File: src/rtl/dot_matrix_scan_ctrl.sv
// dot_matrix_scan_ctrl: double-buffered 8x8 LED matrix scanner with anti-ghost blanking and frame-boundary swap; DOT_BRIGHTNESS_EN adds PWM brightness
module dot_matrix_scan_ctrl #(
    parameter int DRIVE_CYCLES = 25000,
    parameter int BLANK_CYCLES = 500,
    parameter int CNT_W        = 16
) (
    input  logic       clk,
    input  logic       reset,
    input  logic       enable,
    input  logic       wr_en,
    input  logic [2:0] wr_row,
    input  logic [7:0] wr_data,
    input  logic       swap_req,
`ifdef DOT_BRIGHTNESS_EN
    input  logic [2:0] brightness,
`endif
    output logic       swap_ack,
    output logic       frame_start,
    output logic [7:0] dot_row,
    output logic [7:0] dot_col
);
    typedef enum logic [1:0] {OFF, BLANK, DRIVE} state_t;
    state_t           state, state_n;
    logic [2:0]       row, row_n;
    logic [CNT_W-1:0] cnt, cnt_n;
    logic [7:0]       mem [2][8];
    logic             sel, wrap, frame_edge, do_swap, lit, show, blank_end, drive_end;

    assign blank_end  = cnt == CNT_W'(BLANK_CYCLES - 1);
    assign drive_end  = cnt == CNT_W'(DRIVE_CYCLES - 1);
    assign frame_edge = enable && state == BLANK && row == 3'd0 && cnt == '0;
    assign do_swap    = swap_req && ((frame_edge && wrap) || state == OFF);
    assign show       = enable && state == DRIVE && lit;

`ifdef DOT_BRIGHTNESS_EN
    logic [2:0] bright;
    // Latch brightness at DRIVE entry so a row's duty cycle never changes mid-row
    always_ff @(posedge clk or posedge reset)
        if (reset) bright <= 3'd7;
        else if (enable && state == BLANK && blank_end) bright <= brightness;
    assign lit = 32'(cnt) < (((32'(bright) + 32'd1) * 32'(DRIVE_CYCLES)) >> 3);
`else
    assign lit = 1'b1;
`endif

    // Phase register: state, row index and per-phase counter
    always_ff @(posedge clk or posedge reset)
        if (reset) begin
            state <= BLANK;
            row   <= '0;
            cnt   <= '0;
        end else begin
            state <= state_n;
            row   <= row_n;
            cnt   <= cnt_n;
        end

    // Blank/drive alternation per row; disable drops to OFF and re-enable restarts at row 0
    always_comb begin
        state_n = state;
        row_n   = row;
        cnt_n   = cnt + CNT_W'(1);
        if (!enable) begin
            state_n = OFF;
            row_n   = '0;
            cnt_n   = '0;
        end else begin
            case (state)
                OFF: begin
                    state_n = BLANK;
                    row_n   = '0;
                    cnt_n   = '0;
                end
                BLANK: if (blank_end) begin
                    state_n = DRIVE;
                    cnt_n   = '0;
                end
                DRIVE: if (drive_end) begin
                    state_n = BLANK;
                    row_n   = row + 3'd1;
                    cnt_n   = '0;
                end
                default: state_n = BLANK;
            endcase
        end
    end

    // Buffers, swap and registered outputs; the swap is taken on the edge that shows row 0 BLANK
    always_ff @(posedge clk or posedge reset)
        if (reset) begin
            for (int i = 0; i < 8; i++) begin
                mem[0][i] <= '0;
                mem[1][i] <= '0;
            end
            sel         <= 1'b0;
            wrap        <= 1'b0;
            swap_ack    <= 1'b0;
            frame_start <= 1'b0;
            dot_row     <= '0;
            dot_col     <= '0;
        end else begin
            if (wr_en) mem[~sel][wr_row] <= wr_data;
            if (do_swap) sel <= ~sel;
            wrap        <= enable && state == DRIVE && row == 3'd7 && drive_end;
            swap_ack    <= do_swap;
            frame_start <= frame_edge;
            dot_row     <= show ? 8'd1 << row : '0;
            dot_col     <= show ? mem[sel][row] : '0;
        end
endmodule

File: config.mk
export PLATFORM = sky130hd
export DESIGN_NAME = dot_matrix_scan_ctrl
export DESIGN_NICKNAME = d
export VERILOG_FILES = /design/src/rtl/dot_matrix_scan_ctrl.sv
export SDC_FILE = /design/constraint.sdc
export NUM_CORES = 1
export LEC_CHECK = 0
export CORE_MARGIN = 8
export CORE_UTILIZATION = 57
export DETAILED_ROUTE_END_ITERATION = 6
export DONT_BUFFER_PORTS = 1
export PLACE_DENSITY = 0.75
export SKIP_LAST_GASP = 1
export SLEW_MARGIN = 20
export SYNTH_ARGS = -nofsm -noshare
export SYNTH_HDL_FRONTEND = slang
export SYNTH_SLANG_ARGS = --single-unit
export TNS_END_PERCENT = 100
File: constraint.sdc
create_clock -name clk -period 4.5 [get_ports clk]
set_clock_uncertainty 0.05 [all_clocks]
set_input_delay 0.225 -clock clk [delete_from_list [all_inputs] [get_ports clk]]
set_output_delay 0.225 -clock clk [all_outputs]
set_load 0.01 [all_outputs]
Word level (Yosys, flattened, before mapping). Cells that the tools add are included.

Memories: 0. Input port bits: 16. Output and inout port bits: 18. Memory bits (writable): 0. Memory bits (read-only): 0. Bits in registers: 169. Latch bits: 0.

Multipliers: 0. Shifts and indexed selects: 1. Eq/ne operators: 8. Div/mod/pow operators: 0. Reduce and logical (&&, ||, !) cells: 16. Mux-type cells: 24. Bitwise logic cells: 5. Add/subtract/negate cells: 2. $lt $le $gt $ge: 6.

Operators by type and width (number): two-way mux 64 bit (4); bitwise mux 128 bit (1); demux 64 bit (select 1 bit) (1); two-way mux 16 bit (3); one-hot mux 16 bit (3 select lines) (1); two-way mux 8 bit (5); binary-select mux 8 bit (select 3 bit) (1); demux 8 bit (select 3 bit) (1); adder 16 x 1 -> 16 bit (second input constant) (1); equality test 16 x 15 -> 1 bit (second input constant) (1); equality test 16 x 9 -> 1 bit (second input constant) (1); logical NOT 16 bit (1); logical AND 1 bit (10); >= comparator 4 bit (second input constant) (2); inverter 3 -> 4 bit (2); << shifter 1 x 3 -> 8 bit (first input constant) (1); two-way mux 2 bit (3); two-way mux 3 bit (2); != test 3 bit (second input constant) (2); one-hot mux 3 bit (2 select lines) (1); >= comparator 2 bit (second input constant) (2); < comparator 4 x 1 -> 1 bit (second input constant) (1); inverter 1 -> 2 bit (2); one-hot mux 2 bit (2 select lines) (1); 11 further kinds (12).

Logic depth before layout (Yosys ltp). Gate-level depths: netlist (run 1).

Depth after elaboration: 8. Gate-level depth with buffers: 9. Mapped depth without buffers: 6.

Least setup slack after synthesis (run 1). Ideal clock, no wire load.

Path kind: reg-to-reg. Start point: reg row[0]. End point: reg sel. Path slack: 2.165 ns. Data arrival time: 2.159 ns. Cell stages (with the launch flop): 10. Period minus slack after synthesis: 2.335 ns. Path buffers: 3. Cell sequence: dfrtp_1 -> buf_2 -> buf_2 -> buf_2 -> inv_1 -> ha_1 -> nor4b_1 -> and4b_1 -> and2_1 -> a311o_1.

Word-level cells in the longest chain between the ends: 6.

RTL lines: from (decl) (RTL line 24) `logic [2:0] row, row_n;`; from (signal assigned) (RTL line 54) `row <= row_n;`; logical NOT 3 bit (RTL line 31) `assign frame_edge = enable && state == BLANK && row == 3'd0 && cnt == '0;`; logical AND 1 bit (2 in series) (RTL line 31); net frame_edge (RTL line 27) `logic sel, wrap, frame_edge, do_swap, lit, show, blank_end, drive_end;`; logical AND 1 bit (RTL line 32) `assign do_swap = swap_req && ((frame_edge && wrap) || state == OFF);`; logical OR 1 bit (RTL line 32); logical AND 1 bit (RTL line 32); to (signal assigned) (RTL line 103) `if (do_swap) sel <= ~sel;`; to (decl) (RTL line 27).

The timed path passes the listed nets, and every way through them passes these cells. A chain may end at the register's enable or synchronous reset.

Final worst setup path (run 1).
Start point: reg row[1]. End point: reg sel.

Word-level cells in the longest chain between the ends: 6.

RTL lines (RTL line): logical NOT 3 bit (31); logical AND 1 bit (2 in series) (31); logical AND 1 bit (32); logical OR 1 bit (32); logical AND 1 bit (32).

No other way between the ends.

==> results of run 1 <==
==> cells in the final DEF, fill, tap and decap left out, drive strengths merged, types with 2 or more instances in the layout <==
master         n
dfrtp        168
mux2         128
mux4          32
clkbuf        21
mux2i         16
nor2          15
and3          13
nand2         13
a21oi         13
dlygate4sd3   11
o22ai          8
nand4          8
ha             8
nand3          8
inv            7
xnor2          6
xor2           5
o21ai          5
clkinvlp       4
nand3b         4
or3            4
bufinv         4
and2           4
clkinv         4
nor4           3
nor2b          3
a22oi          3
nand2b         3
or4            3
buf            3
a21boi         2
nor3           2
nor4b          2
==> where the power goes <==
| group | total [mW] | switching (mW) | internal, mW |
|---|---|---|---|
| Clock | 1.56 | 0.599 | 0.958 |
| Combinational | 0.662 | 0.229 | 0.433 |
| Sequential | 2.05 | 0.182 | 1.86 |
==> cells by family (layout without fill, tap and decap cells) <==
kind of cell | Yosys count | count (layout) | synth area share (%)
AO/OA/AOI/OAI | 37 | 37 | 3.05
XOR/XNOR | 11 | 11 | 1.26
adder cells (fa/ha/maj) | 8 | 8 | 1.31
buffers and inverters | 35 | 54 | 2.04
flip-flops | 169 | 169 | 55.2
multiplexers | 176 | 176 | 30.3
AND/OR/NAND/NOR | 90 | 90 | 6.90
==> repair_timing <==
action                                  CTS  global route
buffers inserted                          0             0
endpoints found under the setup margin    0             0
hold buffers                             11             0
hold endpoints to repair                151             0
==> critical path: stages, from the launching register on <==
cell      delay (ps)
dfrtp_1          430
inv_2            470
ha_1             320
nor4b_1          270
and4b_1          280
a211oi_1          90
a311o_1          290
==> flip-flops by register name, summed over array words and instances (netlist names), 2 cells and up <==
signal and cells:
state 2, row 3, mem 128, dot_col 8
cnt 16, dot_row 8
==> layout make-up <==
class,count,area (sq um)
fillers,947,4640
flip-flops and latches,169,4230
multi-input cells,322,3290
clock buffers,21,460
well taps,176,220
clock inverters,11,170
repair buffers,14,145
inverters,8,33.8
==> per-layer routing <==
layer  vias to the layer above  share of wire (%)
met4                         0                1.8
met1                      2392                 44
met5                         -                  0
li1                       1972                  -
met3                        26                6.0
met2                       136                 48
==> metrics by stage <==
step / utilization (%) / hold WS (ps) / worst slack (ps)
after detailed placement: 59.2 / 39.1 / 2190
after CTS: 64.8 / 15.4 / 2180
after global placement: 59.2 / 35.0 / 2240
after floorplan: - / 313 / 2070
final: 64.8 / 40.3 / 2180
after global routing: 64.8 / 36.3 / 2080
==> worst paths after layout <==
kind,endpoint,slack [ps],depth (start not counted)
setup / recovery,sel,2180,6
max in group asynchronous,row[0],3050,3
hold reg to reg,mem[56],450,1
min in group asynchronous,dot_col[1],200,2
setup reg to reg,sel,2180,6
hold / removal,cnt[7],40,2
==> impl_metrics.toml, run 1 <==
[run_status]
outcome = "completed"

[yosys]
synth_seq_cells = 169
yosysUniqueCellTypes = 48
synth_top_area_share_pct = 54.8
synth_area_sq_um = 7670
yosys.area.top_type = "dfrtp_1"
yosysWarnings = 0
synth_area_leaders = "dfrtp_1 55%, mux2_2 19%, mux4_2 9.4%"
yosysSeqAreaShare_pct = 55.2
ys.flop_type = "dfrtp_1"
async_flop_share_pct = 100
synth_edf_count = 0
syn_inst = 526
syn_nets = 550
synth_common_cells = "168 x dfrtp_1, 128 x mux2_2, 32 x mux4_2"
syn-mean-instance-area_sq_um = 14.6
synth_most_common_cell = "dfrtp_1"

[global_route]
met3_usage_pct = 5.72
grt_start_max_net_pins = 156
grt_pass1_wl_mm = 27.1
gr-usage-met2_pct = 31.1
grt_antenna_before_repair = 0
grt_pass1_vias = 4806
gr-max-usage-layer = "met2"
grt_usage_pct = 20.1
grt-ovfl-total = 0
grt_use_met1_pct = 26.6

[die]
fp.coreArea_sq_um = 13200
start_util_pct = 58.1
die_w_um = 132
die_y_um = 132
die_area_sq_um = 17400
rows = 42
ios = 34

[placement]
place_congestion = 0.843
portBuffers = 0
hpwlAfterDp_mm = 9.93
place_inst = 678
dpl_cell_area_sq_um = 7810

[clocking]
root_buffer = "clkbuf_16"
clk_latency_ps = 440
clk_pin_slew_ps = 60
cts_buffers = 17
ctsResizeCount = 0
cts_tree = "yes"
cts_buffer_depth = 2
htreeDepth = 4
clock-sinks = 169

[critical_path]
crit_type = "flop to flop"
r2r_start = "row[1]"
start_kind = "flop"
path_max_fanout = 18
cp.required_ps = 4760
endpoint_kind = "flop"
critPathLaunch = "row[1]"
cp.arrival_ps = 2580

[power_and_ir_drop]
power_mw = 4.27
power_density_nw_per_um2 = 499
peakVddDrop_uv = 336
power_leakage_nw = 3.75

[drt]
drt-initial-drc-count = 373
ant_nets = 0
route.detailed.drc = 0
via_per_inst = 6.28
route.vias.total = 4526
routedWlPerCell_um = 22.9
dr.pass1.iters = 4
totalWireLength_mm = 16.5

[worst_hold_path]
min_path_type = "input port to flop"
hold_start = "enable"

[sta]
fin_crit_sh_pct = 51.6
finalSetupTns_ps = 0
max_freq_mhz = 431
slew_headroom_pct = 23.1
slew_violations = 0
setup_viol = 0
rsz0062_at_grt = "no"
hold_viol = 0
min_period_ps = 2320
tightestPinTransition_ps = 1150

[finish]
drive_gt1_share_pct = 38.0
syn_to_final_growth_pct = 11.5
diodes = 0
finalNetCount = 556
fin_area_sq_um = 8550
layout.cells.non_filler = 721

[run]
cap_viol_max_count = 0
Note: power is estimated with default switching activity, not from simulation.
==> inputs of run 2 (changes only) <==
- clock period: 4.5 -> 2.07 ns (I/O delays scaled with it)
==> impl_metrics.toml, run 2 (synthesis gave the netlist of run 1 again) <==
[critical_path]
path_max_fanout = 8
slowest_stage = "or4_4"
critPathBufInv = 0
start_kind = "flop"
cp.arrival_ps = 2290
rr_endpoint = "cnt[14]"
r2r_start = "cnt[10]"
crit_type = "flop to flop"
crit_top_cell = "or4_4"
cp-endpoint = "cnt[14]"
cp_num_cells = 4
critPathLaunch = "cnt[10]"
ff2ff_setup_slack_ps = 20
cpPeakStageDelay_ps = 630
crit_chain = "or4_4 > or4_4 > nand3_4 > a22oi_1"
crit_family = "simple AND/OR/NAND/NOR gates"
endpoint_kind = "flop"
cp.required_ps = 2310
r2r_cells = 4

[sta]
slew_headroom_pct = 58.9
min_period_ps = 2050
hold_viol = 0
tightestPinTransition_ps = 616
slew_violations = 0
max_freq_mhz = 488
fin_crit_sh_pct = 98.9
rsz0062_at_grt = "yes"
worst_slack_ps = 22.7
setup_viol = 0

[run]
cap_viol_max_count = 0

[power_and_ir_drop]
peakVddDrop_uv = 634
power_leakage_nw = 3.88
power_density_nw_per_um2 = 1010

[global_route]
grt_antenna_before_repair = 0
grt_pass1_vias = 4793
grt_start_max_net_pins = 71
grt-ovfl-total = 0
grt_usage_pct = 19.8
grt_pass1_wl_mm = 26.8

[die]
rows = 42
die_area_sq_um = 17400
die_w_um = 132
ios = 34
start_util_pct = 58.1
die_y_um = 132
fp.coreArea_sq_um = 13200

[placement]
dpl_cell_area_sq_um = 8070
place_congestion = 0.848
dp_slack_ps = -7.10
portBuffers = 0
place_inst = 708
hpwlAfterDp_mm = 10.9

[finish]
largestRegisters = "mem (128), cnt (16)"
drive_gt1_share_pct = 40.7
syn_to_final_growth_pct = 14.1
final_util_pct = 66.3
largest_reg_flops = 128
layout_commonest_cell = "dfrtp_1"
fin_area_sq_um = 8750
finalNetCount = 588
diodes = 0
layout_common_cells = "166 x dfrtp_1, 128 x mux2_2, 32 x mux4_2"
largest-register = "mem"
layout.cells.non_filler = 753

[drt]
route.vias.total = 4622
totalWireLength_mm = 16.2
ant_nets = 0
route.detailed.drc = 0
routedWlPerCell_um = 21.6
dr.pass1.iters = 5
via_per_inst = 6.14
drt-initial-drc-count = 298

[clocking]
cts_tree = "yes"
clk_latency_ps = 430
clock-sinks = 169
cts_buffer_depth = 2
clk_pin_slew_ps = 60
root_buffer = "clkbuf_16"
cts_buffers = 17
htreeDepth = 4

[worst_hold_path]
min_path_type = "input port to flop"

[run_status]
outcome = "completed"
[run 2: worst min-delay path by stage]
stage / start / endpoint / slack, ps / depth (start not counted)
2_1_floorplan: swap_req / swap_ack / 190 / 1
3_5_place_dp: reset / row[2] / 10 / 1
5_1_grt: wr_row[2] / mem[31] / 120 / 3
4_1_cts: wr_row[2] / mem[26] / 90 / 3
3_3_place_gp: reset / dot_row[7] / 5 / 1
6_report: wr_row[2] / mem[26] / 90 / 3
[run 2: metal layers]
metal  GRT usage, %  wire length, um  share of wire, %  up-vias
met5              0                0                 0        -
met4           6.57              165               1.0        0
met3           6.48             1200               7.4       11
met2           29.9             7710                47      132
met1           26.5             7170                44     2435
li1               -                -                 -     2044
[run 2: tightest hold or removal path: cells and delay by family]
kind          cells  cell delay (ps)
buf+inv           1              210
mux               1              170
simple gates      1               60
[run 2: cell type report]
class | count | area (sq um)
clock buffers | 23 | 458
clock inverters | 9 | 75.1
fillers | 924 | 4440
inverters | 8 | 33.8
multi-input cells | 323 | 3310
flip-flops and latches | 169 | 4230
well taps | 176 | 220
repair buffers | 45 | 415
[run 2: per-stage QoR]
step	hold WS, ps	setup TNS, ps	power, mW
finish	92.6	0	8.83
CTS	87.8	0	8.89
detailed placement	10.7	-7.10	5.95
global placement	4.99	0	5.82
floorplan	191	-39890	5.58
global route	117	-89.4	9.24
[run 2: power breakdown]
| group | internal, mW | switching [mW] |
|---|---|---|
| sequential | 4.05 | 0.383 |
| combinational | 0.979 | 0.521 |
| clock | 1.67 | 1.23 |
| total | 6.70 | 2.13 |
[run 2: timing repair]
action | in CTS | in global routing
pin swaps | 1 | 3
endpoints found under the hold margin | 219 | 0
buffers inserted | 0 | 1
resized for setup | 0 | 3
gates cloned | 1 | 0
endpoints found under the setup margin | 1 | 15
hold buffers | 11 | 0
==> inputs of run 3 (changes only) <==
- CTS_BUF_LIST: default -> sky130_fd_sc_hd__clkbuf_4 sky130_fd_sc_hd__clkbuf_8 sky130_fd_sc_hd__clkbuf_16
- SKIP_LAST_GASP: 1 -> default
==> impl_metrics.toml, run 3 (synthesis gave the netlist of run 1 again) <==
[drt]
dr.pass1.iters = 5
drt-initial-drc-count = 263
routedWlPerCell_um = 21.6
via_per_inst = 6.12
route.detailed.drc = 0
totalWireLength_mm = 16.3
route.vias.total = 4611
ant_nets = 0

[global_route]
grt_pass1_vias = 4797
grt_usage_pct = 19.9
grt_pass1_wl_mm = 26.9
grt-ovfl-total = 0
grt_antenna_before_repair = 0
grt_start_max_net_pins = 71

[die]
rows = 42
fp.coreArea_sq_um = 13200
ios = 34
die_w_um = 132
start_util_pct = 58.1
die_y_um = 132
die_area_sq_um = 17400

[sta]
hold_viol = 0
rsz0062_at_grt = "yes"
min_period_ps = 2060
slew_violations = 0
tightestPinTransition_ps = 630
finalSetupTns_ps = 0
worst_hold_slack_ps = 107
max_freq_mhz = 486
fin_crit_sh_pct = 99.3
slew_headroom_pct = 58.0
setup_viol = 0

[critical_path]
cp.required_ps = 2310
endpoint_kind = "flop"
crit_type = "flop to flop"
start_kind = "flop"
path_max_fanout = 8
cp.arrival_ps = 2300

[finish]
syn_to_final_growth_pct = 14.4
finalNetCount = 588
largestRegisters = "mem (128), cnt (16)"
layout_commonest_cell = "dfrtp_1"
layout_common_cells = "166 x dfrtp_1, 128 x mux2_2, 32 x mux4_2"
diodes = 0
largest_reg_flops = 128
largest-register = "mem"
fin_area_sq_um = 8770
drive_gt1_share_pct = 41.8

[run]
cap_viol_max_count = 0

[clocking]
cts_buffer_depth = 2
clk_pin_slew_ps = 60
cts_buffers = 17
cts_tree = "yes"
clk_latency_ps = 420
clock-sinks = 169
htreeDepth = 4
root_buffer = "clkbuf_16"

[run_status]
outcome = "completed"

[placement]
portBuffers = 0
place_congestion = 0.848
dpl_cell_area_sq_um = 8070
hpwlAfterDp_mm = 10.9

[worst_hold_path]
min_path_type = "input port to flop"

[power_and_ir_drop]
power_leakage_nw = 3.90
power_density_nw_per_um2 = 1010
power_mw = 8.89
peakVddDrop_uv = 624
[run 3: cell counts in the layout (fill, tap and decap cells not counted)]
Identical to the previous run, type by type.
[run 3: metrics by stage]
stage	setup WS, ps	utilization, %	std cells
after floorplan	-237	-	526
after global placement	50.2	61.2	708
after detailed placement	-7.10	61.2	708
after CTS	24.4	66.3	752
after global routing	-17.6	66.5	753
final	14.5	66.5	753
[run 3: critical path, cell delays in order (launching register included)]
cell and delay (ps):
dfrtp_1 380, or4_4 570, or4_4 630, nand3_4 170, a22oi_1 110
[run 3: worst paths after layout]
path | cells past startpoint | endpoint | startpoint | slack [ps]
max | 4 | cnt[14] | cnt[12] | 10
max in group asynchronous | 3 | mem[11] | reset | 970
min reg2reg | 1 | mem[44] | mem[44] | 450
min in group asynchronous | 2 | row[2] | reset | 180
max reg2reg | 4 | cnt[14] | cnt[12] | 10
min | 3 | mem[25] | wr_row[2] | 110
[run 3: area by class of cell]
class                      count  area [sq um]
timing repair buffer          45           415
sequential                   169          4230
fill                         923          4420
multi-input combinational    323          3320
clock buffer                  23           477
clock inverter                 9          75.1
inverter                       8          33.8
tap                          176           220
[run 3: timing repair]
| item | 4_1_cts | 5_1_grt |
|---|---|---|
| cloned | 1 | 0 |
| endpoints found under the hold margin | 219 | 0 |
| endpoints found under the setup margin | 1 | 14 |
| buffers inserted | 0 | 1 |
| pin swaps | 1 | 2 |
| hold buffers | 11 | 0 |
| gates resized for setup | 0 | 5 |
[run 3: report_power, final]
group / switching (mW) / total, mW / leakage, nW / internal, mW
clock: 1.21 / 2.95 / 0.278 / 1.74
sequential: 0.383 / 4.44 / 2.15 / 4.05
combinational: 0.526 / 1.51 / 1.47 / 0.980
[run 3: routing by layer]
layer	global-route usage, %	wire length [um]	part of all wire, %	vias up
li1	-	-	-	2038
met1	26.4	7310	45	2422
met2	30.2	7760	48	137
met3	6.48	1050	6.5	14
met4	6.38	180	1.1	0
met5	0	0	0	-
